==> src/rtl/core_if_id_pkg.sv <==
// Shared constants and state encoding for the IF/ID pipeline register.
package core_if_id_pkg;

    localparam int InstByteBus    = 32;
    localparam int InstAddressBus = 32;

    localparam logic [InstByteBus-1:0]    InstNop  = 32'h0000_0013;
    localparam logic [InstAddressBus-1:0] ZeroWord = 32'h0000_0000;

    typedef enum logic [1:0] {
        IfIdBoot   = 2'd0,
        IfIdRun    = 2'd1,
        IfIdSquash = 2'd2
    } if_id_state_e;

endpackage

==> src/rtl/core_if_id.sv <==
// IF/ID pipeline register: latches fetched words, honours hold, and issues
// NOP bubbles after reset and after a flush while counting them.
module core_if_id
    import core_if_id_pkg::*;
#(
    parameter int RESET_BUBBLES = 1,
    parameter int FLUSH_BUBBLES = 1
) (
    input  logic                      clk,
    input  logic                      rst_n,
    input  logic [InstByteBus-1:0]    inst_in,
    input  logic [InstAddressBus-1:0] inst_addr_in,
    input  logic                      hold_in,
    input  logic                      flush_in,
    output logic [InstByteBus-1:0]    inst_out,
    output logic [InstAddressBus-1:0] inst_addr_out,
    output logic                      inst_valid_out,
    output logic [15:0]               bubble_cnt_out
);

    localparam if_id_state_e RST_STATE = (RESET_BUBBLES > 0) ? IfIdBoot : IfIdRun;
    localparam logic [2:0]   RST_CNT   = (RESET_BUBBLES > 0) ? 3'(RESET_BUBBLES - 1) : 3'd0;
    localparam if_id_state_e FL_STATE  = (FLUSH_BUBBLES > 0) ? IfIdSquash : IfIdRun;
    localparam logic [2:0]   FL_CNT    = (FLUSH_BUBBLES > 0) ? 3'(FLUSH_BUBBLES - 1) : 3'd0;

    if_id_state_e               r_state;
    logic [2:0]                 r_cnt;
    logic [InstByteBus-1:0]     r_inst_p1;
    logic [InstAddressBus-1:0]  r_addr_p1;
    logic                       r_vld_p1;
    logic [15:0]                r_bub_cnt;

    function automatic logic [15:0] sat_inc(input logic [15:0] val);
        return (val == 16'hFFFF) ? val : val + 16'd1;
    endfunction

    // Fetch -> decode boundary
    always_ff @(posedge clk or negedge rst_n) begin
        if (!rst_n) begin
            r_state   <= RST_STATE;
            r_cnt     <= RST_CNT;
            r_inst_p1 <= InstNop;
            r_addr_p1 <= ZeroWord;
            r_vld_p1  <= 1'b0;
            r_bub_cnt <= 16'd0;
        end else if (flush_in) begin
            r_inst_p1 <= InstNop;
            r_addr_p1 <= ZeroWord;
            r_vld_p1  <= 1'b0;
            r_bub_cnt <= sat_inc(r_bub_cnt);
            r_state   <= FL_STATE;
            r_cnt     <= FL_CNT;
        end else if (!hold_in) begin
            case (r_state)
                IfIdRun: begin
                    r_inst_p1 <= inst_in;
                    r_addr_p1 <= inst_addr_in;
                    r_vld_p1  <= 1'b1;
                end
                IfIdBoot, IfIdSquash: begin
                    r_inst_p1 <= InstNop;
                    r_addr_p1 <= ZeroWord;
                    r_vld_p1  <= 1'b0;
                    r_bub_cnt <= sat_inc(r_bub_cnt);
                    if (r_cnt == 3'd0) begin
                        r_state <= IfIdRun;
                    end else begin
                        r_cnt <= r_cnt - 3'd1;
                    end
                end
                default: r_state <= IfIdRun;
            endcase
        end
    end

    assign inst_out       = r_inst_p1;
    assign inst_addr_out  = r_addr_p1;
    assign inst_valid_out = r_vld_p1;
    assign bubble_cnt_out = r_bub_cnt;

endmodule
==> config.mk <==
export PLATFORM = sky130hd
export DESIGN_NAME = core_if_id
export DESIGN_NICKNAME = d
export VERILOG_FILES = /design/src/rtl/core_if_id_pkg.sv /design/src/rtl/core_if_id.sv
export SDC_FILE = /design/constraint.sdc
export NUM_CORES = 1
export LEC_CHECK = 0
export ABC_AREA = 0
export ABC_CLOCK_PERIOD_IN_PS = 2400
export CAP_MARGIN = 15
export CELL_PAD_IN_SITES_DETAIL_PLACEMENT = 2
export CELL_PAD_IN_SITES_GLOBAL_PLACEMENT = 2
export CORE_MARGIN = 1
export CORE_UTILIZATION = 24
export CTS_CLUSTER_SIZE = 24
export DETAILED_ROUTE_END_ITERATION = 16
export GPL_TIMING_DRIVEN = 1
export PLACE_DENSITY = 0.75
export SYNTH_ARGS = -nofsm -noshare
export SYNTH_HDL_FRONTEND = slang
export SYNTH_SLANG_ARGS = --single-unit
==> constraint.sdc <==
create_clock -name clk -period 2.4 [get_ports clk]
set_clock_uncertainty 0.1 [all_clocks]
set_input_delay 0.48 -clock clk [delete_from_list [all_inputs] [get_ports clk]]
set_output_delay 0.48 -clock clk [all_outputs]
set_load 0.01 [all_outputs]
* Yosys cells after proc, flatten, opt, wreduce, memory -nomap -nowiden
Index checks and enable logic that the tools add are counted.
Word-level totals: register bits 86, bits of input ports 68, output and inout port bits 81
Operators by class: add/sub/neg operators 2, equality and inequality tests 7, multiplexer cells 21, reductions and logical operators 9
Operator list (count):
- $mux 32 | 4
- $pmux 32 s2 | 2
- $mux 16 | 4
- $add 16x1->16 const B | 1
- $eq 16x16->1 const B | 1
- $mux 3 | 4
- $mux 2 | 3
- $reduce_and 3->1 | 2
- $ne 2x2->1 const B | 2
- $pmux 2 s2 | 1
- $reduce_and 2->1 | 2
- $logic_not 3->1 | 1
- $ne 3x3->1 const B | 1
- $reduce_bool 3->1 | 1
- $sub 3x1->3 const B | 1
- $eq 2x1->1 const B | 1
- $eq 2x2->1 const B | 1
- $logic_not 2->1 | 1
- $mux 1 | 2
- $ne 2x1->1 const B | 1
- $pmux 1 s2 | 1
- $reduce_bool 2->1 | 1
- $reduce_or 2->1 | 1

* Longest topological paths before layout
Gate-level depths: netlist of the first run.
word-level depth 5, gate-level depth with buffers 6, mapped depth without buffers 6

* Least setup slack after synthesis of the first run
OpenSTA, ideal clock, no wires.
kind register to register, start register r_bub_cnt[0] (netlist: bubble_cnt_out[0]), end register r_bub_cnt[1] (netlist: bubble_cnt_out[1]), setup time 0.125 ns, arrival 1.602 ns, required time 2.175 ns, slack 0.573 ns, cell stages (with the launch flop) 6, period minus slack after synthesis 1.827 ns, cells stage by stage dfrtp_1 -> ha_1 -> nand3_1 -> nor4_4 -> nor2_2 -> mux2_4
Between the ends: cells in the longest elaborated chain, start to end 5
RTL lines:
- start: declaration | line core_if_id.sv:31 | logic [15:0] r_bub_cnt;
- start signal: assignment | line core_if_id.sv:50 | r_bub_cnt <= sat_inc(r_bub_cnt);
- start signal: assignment | line core_if_id.sv:64 | r_bub_cnt <= sat_inc(r_bub_cnt);
- $add 16x1->16 or $eq 16x16->1 (tied branches) | line core_if_id.sv:34 | return (val == 16'hFFFF) ? val : val + 16'd1;
- $mux 16 (*) | line core_if_id.sv:34
- $mux 16 | line core_if_id.sv:54 | case (r_state)
- $mux 16 | line core_if_id.sv:53 | end else if (!hold_in) begin
- $mux 16 (*) | line core_if_id.sv:46 | end else if (flush_in) begin
Every way passes the cells marked *; elsewhere a longest branch is shown, timed or not. The select of a mux whose other input is x is not followed. A chain may end at the register's enable or synchronous reset.

* Worst setup path in the final report of the first run
start register r_bub_cnt[7] (netlist: bubble_cnt_out[7]), end output port bubble_cnt_out[7]
RTL lines:
- end: declaration | line core_if_id.sv:18 | output logic [15:0] bubble_cnt_out
No word-level cell between the ends.

==> results of run 1 <==
-- area by class of cell --
cell class	instances	area (µm²)
Fill cell	1550	8870
Clock buffer	12	246.5
Timing Repair Buffer	163	1644
Multi-Input combinational cell	270	1358
Clock inverter	4	70.07
Tap cell	184	230.2
Inverter	4	15.01
Sequential cell	86	2156
-- cells in the mapped netlist (all sizes together) (2+ instances only) --
cell type	number	area (µm²)
dfstp	3	78.83
clkbuf	12	45.04
nor4b	2	17.52
a21oi	2	10.01
dfrtp	83	2077
buf	10	48.80
nor4	5	46.29
nor2	11	46.29
and3	3	18.77
ha	3	37.54
xor2	15	131.4
nor3	11	55.05
inv	4	15.01
nand4	5	37.53
nor2b	2	12.51
nor3b	2	15.01
o21ai	63	315.3
nand2b	3	18.77
nand3	5	25.02
nand2	130	488.0
-- per-layer routing --
layer | vias up | track usage [%] | wire length (µm)
met5 | - | 0 | 0
li1 | 1564 | - | -
met2 | 92 | 28.40 | 5987
met4 | 0 | 6.095 | 176
met3 | 12 | 3.780 | 573
met1 | 1691 | 18.96 | 4970
-- logic make-up (layout without fill, tap and decap cells) --
group | Yosys count | count (layout)
AOI/OAI and AO/OA | 69 | 69
muxes | 2 | 2
and+or+nand+nor | 180 | 180
adders and majority gates | 3 | 3
buffers and inverters | 26 | 183
DFF | 86 | 86
xor gates and xnor gates | 16 | 16
-- state kept, by name (all words and copies together), names as in the netlist --
signal	flops
r_cnt	3
inst_out	32
inst_addr_out	32
r_state	2
inst_valid_out	1
bubble_cnt_out	16
-- worst max-delay path by stage --
stage / slack, ns / cells after the start / startpoint / to
after floorplan: 0.57 / 5 / bubble_cnt_out[0] / bubble_cnt_out[1]
after global placement: 0.24 / 5 / flush_in / bubble_cnt_out[15]
after detailed placement: 0.18 / 6 / flush_in / inst_out[15]
after CTS: 0.32 / 1 / bubble_cnt_out[7] / bubble_cnt_out[7]
after global routing: 0.28 / 1 / bubble_cnt_out[7] / bubble_cnt_out[7]
final: 0.33 / 1 / bubble_cnt_out[7] / bubble_cnt_out[7]
-- metrics by stage --
stage	power [W]	util (%)
floorplan	0.002192	-
global placement	0.002779	36.96
detailed placement	0.002825	36.96
CTS	0.004370	39.20
global route	0.004521	39.20
finish	0.004291	39.20
-- where the power goes --
| group | internal [W] | leakage (nW) | switching, W | total (W) |
|---|---|---|---|---|
| Combinational | 0.000542 | 1.10 | 0.000462 | 0.00100 |
| Sequential | 0.00162 | 1.15 | 0.000160 | 0.00178 |
| Clock | 0.000938 | 0.157 | 0.000568 | 0.00151 |
==> impl_metrics.tcl, run 1 <==
set metrics [dict create \
    whs_endpoint "inst_addr_out[18]" \
    synth.net_count 453 \
    synth_fa_ha_area_share_pct 1.040 \
    diodes 0 \
    grt_usage_pct 16.16 \
    worstPathRequired_ns 1.82 \
    totalWireLength_mm 11.71 \
    post-place-ws_ns 0.1800 \
    cp_top_family "buffers and inverters" \
    die-area_um2 15540 \
    yosys.area_share.xor_xnor_pct 3.882 \
    path_class "reg -> out" \
    synth.distinct_cells 33 \
    setup_slack_ns 0.3327 \
    routed-via-count 3359 \
    final_cells 723 \
    ctsResizeCount 0 \
    antenna_found_initial 0 \
    nets 605 \
    clk_latency_ns 0.34 \
    path_buf_inv 1 \
    dieHeight_um 124.6 \
    r2r_slack_ns 0.46 \
    route.detailed.drc 0 \
    root_buffer "clkbuf_16" \
    num_rows 44 \
    worstPathCellList "clkdlybuf4s50_1" \
    critPathSlowestCell "clkdlybuf4s50_1" \
    cp.arrival_ns 1.49 \
    rsz0062_at_grt "no" \
    drtAntennaViolNets 0 \
    layout_common_cells "clkdlybuf4s50_1, nand2_1, dfrtp_1" \
    synth_compound_area_share_pct 9.844 \
    core_area_um2 14590 \
    async_flop_share_pct 100.0 \
    period_minus_slack_ns 2.067 \
    port_buffers 148 \
    maxCapViolCount 0 \
    synth_area_per_cell_um2 9.450 \
    fmax_mhz 483.7 \
    synth-seq-area-share_pct 59.72 \
    dp_hpwl_mm 8.544 \
    synthMuxAreaShare_pct 0.6932 \
    post_cts_buffers 0 \
    fp.dieW_um 124.6 \
    worstReg2RegStart "bubble_cnt_out[0]" \
    hold_slack_ns 0.3788 \
    ys_ff_latch 86 \
    timing.setup.tns_ns 0 \
    drt_iter0_drc 83 \
    cts_hold_buf 1 \
    placed_area_um2 5393 \
    cp-end-kind "output port" \
    final_cell_area_um2 5719 \
    wl_per_cell_um 16.19 \
    slowest_delay_ns 0.61 \
    htreeDepth 3 \
    synth_flop_cell "dfrtp_1" \
    cts_tree "built" \
    clock_sinks 86 \
    viasPerCell 4.646 \
    rr_endpoint "bubble_cnt_out[13]" \
    floorplan.initialDensity_pct 24.74 \
    p_per_area_nw_per_um2 750.3 \
    synthCells 382 \
    status "completed" \
    cp_max_fo 8 \
    synth-simple-area-share_pct 21.80 \
    hold_depth 2 \
    mostFrequentLayoutCell "clkdlybuf4s50_1" \
    drv_slew 0 \
    path_clk_slew_ns 0.06 \
    critPathLaunchType "flip-flop" \
    p_leak_nw 2.409 \
    num_io_pins 149 \
    hp-start "inst_addr_out[18]" \
    r2r_cells 6 \
    grt_max_degree 67 \
    synth_top_family_by_area "simple AND/OR/NAND/NOR gates" \
    yosysWarnings 0 \
    synth-edff-count 0 \
    grt.overflow.total 0 \
    netlist_area_um2 3610 \
    setup_viol 0 \
    hold_path.class "reg -> reg" \
    worst_pin_slew_ns 0.5805 \
    globalplace.congestion 0.7454 \
    dp_cells 706 \
    grt_pass1_wl_mm 19.95 \
    cts_buffer_depth 2 \
    syn2layout_area_growth_pct 58.44 \
    drive_gt1_share_pct 7.050 \
    min_period_over_period_pct 86.14 \
    vdd_drop_max_mv 0.3835 \
    hold_viol 0 \
    dr.pass1.iters 4 \
    first_global_vias 3772 \
    slew_headroom_pct 61.00 \
    numCtsBuffers 9 \
]
Note: power is estimated with default switching activity, not from simulation.
==> run 2, diff against run 1 <==
==> constraint.sdc (replaced) <==
create_clock -name clk -period 2.4 [get_ports clk]
set_clock_uncertainty 0.1 [all_clocks]
set_input_delay 0.6 -clock clk [delete_from_list [all_inputs] [get_ports clk]]
set_output_delay 0.6 -clock clk [all_outputs]
set_load 0.01 [all_outputs]
==> impl_metrics.tcl, run 2 (synthesis results as in run 1) <==
set metrics [dict create \
    drv_slew 0 \
    switching_power_w 0.001203 \
    p_clk_share_pct 37.7 \
    globalplace.congestion 0.7619 \
    period_minus_slack_ns 2.190 \
    sequentialPowerShare_pct 39.5 \
    dieHeight_um 124.6 \
    floorplan.initialDensity_pct 24.74 \
    cp_top_family "buffers and inverters" \
    antenna_found_initial 0 \
    path_clk_slew_ns 0.07 \
    slew_headroom_pct 56.04 \
    port_buffers 148 \
    die-area_um2 15540 \
    mostFrequentLayoutCell "clkdlybuf4s50_1" \
    grt_usage_pct 16.10 \
    route.detailed.drc 0 \
    fp.dieW_um 124.6 \
    cts_buffer_depth 2 \
    maxCapViolCount 0 \
    drtAntennaViolNets 0 \
    grt_pass1_wl_mm 19.76 \
    p_int_w 0.003303 \
    diodes 0 \
    hold_path.class "in -> async" \
    switching_share_pct 26.70 \
    drt_iter0_drc 102 \
    status "completed" \
    path_class "reg -> out" \
    worstPathRequired_ns 1.70 \
    hold_viol 0 \
    numCtsBuffers 9 \
    rsz0062_at_grt "no" \
    critPathLaunchType "flip-flop" \
    routed-via-count 3349 \
    min_period_over_period_pct 91.27 \
    final_util_pct 39.79 \
    first_global_vias 3755 \
    timing.setup.tns_ns 0 \
    totalWireLength_mm 11.70 \
    clk_latency_ns 0.34 \
    p_leak_nw 2.453 \
    dr.pass1.iters 4 \
    wl_per_cell_um 16.09 \
    dp_hpwl_mm 8.412 \
    critPathSlowestCell "clkdlybuf4s50_1" \
    post_cts_buffers 0 \
    combPwrFrac_pct 22.8 \
    hold_slack_ns 0.1769 \
    core_area_um2 14590 \
    layout_common_cells "clkdlybuf4s50_1, nand2_1, dfrtp_1" \
    grt.overflow.total 0 \
    path_buf_inv 1 \
    n_fill_cell 1533 \
    drive_gt1_share_pct 8.103 \
    clock_sinks 86 \
    viasPerCell 4.607 \
    worstPathCellList "clkdlybuf4s50_1" \
    ctsResizeCount 0 \
    cts_hold_buf 0 \
    syn2layout_area_growth_pct 60.83 \
    htreeDepth 3 \
    cp_max_fo 8 \
    num_io_pins 149 \
    vdd_drop_max_mv 0.3744 \
    cp-end-kind "output port" \
    slowest_delay_ns 0.61 \
    nets 609 \
    p_per_area_nw_per_um2 776.2 \
    worst_pin_slew_ns 0.6594 \
    root_buffer "clkbuf_16" \
    cp.arrival_ns 1.49 \
    final_cell_area_um2 5806 \
    num_rows 44 \
    grt_max_degree 51 \
    cts_tree "built" \
    fmax_mhz 456.5 \
    power_w 0.004506 \
    setup_viol 0 \
    placed_area_um2 5443 \
]
-- run 2: final timing paths --
path	start	endpoint	slack [ns]	depth (start not counted)
worst max-delay path	bubble_cnt_out[7]	bubble_cnt_out[7]	0.21	1
worst min-delay path	rst_n	inst_addr_out[14]	0.18	1
worst max register to register	bubble_cnt_out[7]	bubble_cnt_out[14]	0.45	4
worst min register to register	inst_addr_out[24]	inst_addr_out[24]	0.38	2
max in group asynchronous	rst_n	inst_addr_out[11]	1.35	2
min in group clk	inst_addr_out[24]	inst_addr_out[24]	0.38	2
-- run 2: area by class of cell --
type,count,area [µm²],area share [%]
clock inverters,6,133.9,2.306
multi-input cells,270,1358,23.38
flip-flops and latches,86,2156,37.13
repair buffers,167,1684,29.01
well taps,184,230.2,3.966
clock buffers,10,229.0,3.944
inverters,4,15.01,0.2586
-- run 2: power by group through the flow --
| stage | clock network [W] | logic, W | registers (W) |
|---|---|---|---|
| floorplan | 0 | 0.000348 | 0.00184 |
| global placement | 0 | 0.00100 | 0.00179 |
| detailed placement | 0 | 0.00104 | 0.00181 |
| CTS | 0.00176 | 0.00105 | 0.00178 |
| global route | 0.00180 | 0.00113 | 0.00181 |
| finish | 0.00170 | 0.00103 | 0.00178 |
-- run 2: worst reg2reg max path: stages, from the launching register on --
cell and delay [ns]:
dfrtp_1 0.54, nand4_1 0.22, or3_1 0.40, nor4b_1 0.42
xor2_1 0.19
-- run 2: stage by stage --
| stage | cells | worst slack (ns) |
|---|---|---|
| finish | 727 | 0.2096 |
| global route | 727 | 0.1595 |
| global placement | 711 | 0.1915 |
| floorplan | 382 | 0.5726 |
| CTS | 727 | 0.1664 |
| detailed placement | 711 | 0.1195 |
-- run 2: per-layer routing --
| metal | routed length [µm] | up-vias | GRT usage, % |
|---|---|---|---|
| met1 | 4969 | 1667 | 18.51 |
| met4 | 122 | 0 | 4.748 |
| met2 | 5939 | 94 | 28.70 |
| met5 | 0 | - | 0 |
| met3 | 666 | 10 | 4.682 |
| li1 | - | 1578 | - |
==> run 3, diff against run 2 <==
--- a/config.mk
+++ b/config.mk
@@ -7,7 +7,6 @@
 export LEC_CHECK = 0
 export ABC_AREA = 0
 export ABC_CLOCK_PERIOD_IN_PS = 2400
-export CAP_MARGIN = 15
 export CELL_PAD_IN_SITES_DETAIL_PLACEMENT = 2
 export CELL_PAD_IN_SITES_GLOBAL_PLACEMENT = 2
 export CORE_MARGIN = 1
@@ -15,7 +14,7 @@
 export CTS_CLUSTER_SIZE = 24
 export DETAILED_ROUTE_END_ITERATION = 16
 export GPL_TIMING_DRIVEN = 1
-export PLACE_DENSITY = 0.75
+export PLACE_DENSITY = 0.83
 export SYNTH_ARGS = -nofsm -noshare
 export SYNTH_HDL_FRONTEND = slang
 export SYNTH_SLANG_ARGS = --single-unit
==> impl_metrics.tcl, run 3 (synthesis results as in run 1) <==
set metrics [dict create \
    placed_area_um2 5353 \
    met2_usage_pct 27.43 \
    switching_power_w 0.001197 \
    route.detailed.drc 0 \
    core_area_um2 14590 \
    num_rows 44 \
    period_minus_slack_ns 2.179 \
    slowest_delay_ns 0.62 \
    r2r_cells 6 \
    cp.arrival_ns 1.48 \
    p_int_w 0.003009 \
    r2r_slack_ns 0.45 \
    vdd_drop_max_mv 0.4009 \
    setup_slack_ns 0.2214 \
    combPwrFrac_pct 23.6 \
    dr.pass1.iters 4 \
    port_buffers 148 \
    globalplace.congestion 0.7694 \
    drv_slew 0 \
    post_cts_buffers 0 \
    nets 602 \
    num_io_pins 149 \
    min_period_over_period_pct 90.77 \
    floorplan.initialDensity_pct 24.74 \
    p_clk_share_pct 34.0 \
    viasPerCell 4.547 \
    antenna_found_initial 0 \
    slew_headroom_pct 70.19 \
    root_buffer "clkbuf_16" \
    grt_usage_pct 16.00 \
    dieHeight_um 124.6 \
    hold_slack_ns 0.04416 \
    maxCapViolCount 0 \
    fmax_mhz 459.0 \
    critPathSlowestCell "clkdlybuf4s50_1" \
    cp-end-kind "output port" \
    drt_iter0_drc 157 \
    sequentialPowerShare_pct 42.3 \
    worstReg2RegStart "bubble_cnt_out[0]" \
    wl_per_cell_um 16.55 \
    dp_hpwl_mm 8.766 \
    switching_share_pct 28.46 \
    p_per_area_nw_per_um2 744.0 \
    die-area_um2 15540 \
    layout_common_cells "clkdlybuf4s50_1, nand2_1, dfrtp_1" \
    final_util_pct 38.76 \
    post-place-ws_ns -0.03030 \
    p_leak_nw 2.383 \
    htreeDepth 3 \
    final_cell_area_um2 5654 \
    drive_gt1_share_pct 6.903 \
    critPathLaunchType "flip-flop" \
    ctsResizeCount 0 \
    met3_usage_pct 3.351 \
    rr_endpoint "bubble_cnt_out[9]" \
    cp_top_family "buffers and inverters" \
    totalWireLength_mm 11.92 \
    diodes 0 \
    cts_hold_buf 0 \
    worstPathCellList "clkdlybuf4s50_1" \
    grt_max_degree 94 \
    clk_latency_ns 0.34 \
    first_global_vias 3817 \
    worstPathRequired_ns 1.70 \
    fp.dieW_um 124.6 \
    cp_max_fo 8 \
    clock_sinks 86 \
    met1_usage_pct 19.63 \
    path_class "reg -> out" \
    busiest_layer "met2" \
    grt_pass1_wl_mm 19.81 \
    path_buf_inv 1 \
    worst_pin_slew_ns 0.4438 \
    hold_viol 0 \
    grt.overflow.total 0 \
    numCtsBuffers 9 \
    rsz0062_at_grt "no" \
    syn2layout_area_growth_pct 56.64 \
    mostFrequentLayoutCell "clkdlybuf4s50_1" \
    timing.setup.tns_ns 0 \
    setup_viol 0 \
    hold_path.class "in -> async" \
    drtAntennaViolNets 0 \
    status "completed" \
    path_clk_slew_ns 0.06 \
    cts_buffer_depth 2 \
    cts_tree "built" \
    routed-via-count 3274 \
]
run 3: power groups by stage:
stage	registers, W	clock network [W]	logic [W]
6_report	0.00178	0.00143	0.000994
5_1_grt	0.00181	0.00153	0.00109
4_1_cts	0.00178	0.00149	0.00102
3_5_place_dp	0.00181	0	0.00101
3_3_place_gp	0.00179	0	0.000964
2_1_floorplan	0.00184	0	0.000348
run 3: worst max-delay path by stage:
stage	to	slack (ns)	cells after the start	startpoint
2_1_floorplan	bubble_cnt_out[1]	0.57	5	bubble_cnt_out[0]
3_3_place_gp	bubble_cnt_out[14]	0.13	5	hold_in
3_5_place_dp	inst_addr_out[9]	-0.03	6	flush_in
4_1_cts	bubble_cnt_out[7]	0.20	1	bubble_cnt_out[7]
5_1_grt	bubble_cnt_out[7]	0.15	1	bubble_cnt_out[7]
6_report	bubble_cnt_out[7]	0.22	1	bubble_cnt_out[7]
run 3: area by class of cell:
cell class	count	area, µm²
fillers	1568	8935
flip-flops and latches	86	2156
repair buffers	160	1594
multi-input cells	270	1358
clock buffers	12	256.5
well taps	184	230.2
clock inverters	4	45.04
inverters	4	15.01
run 3: per-stage QoR:
stage,std cells,total power [W]
floorplan,382,0.002192
global placement,704,0.002753
detailed placement,704,0.002819
CTS,720,0.004289
global route,720,0.004430
finish,720,0.004206
run 3: metal layers:
metal  wire [µm]  vias to the layer above  part of all wire [%]
met5           0                        -                     0
met4         173                        0                   1.5
met3         560                       10                   4.7
met2        5950                       98                    50
met1        5233                     1608                    44
li1            -                     1558                     -
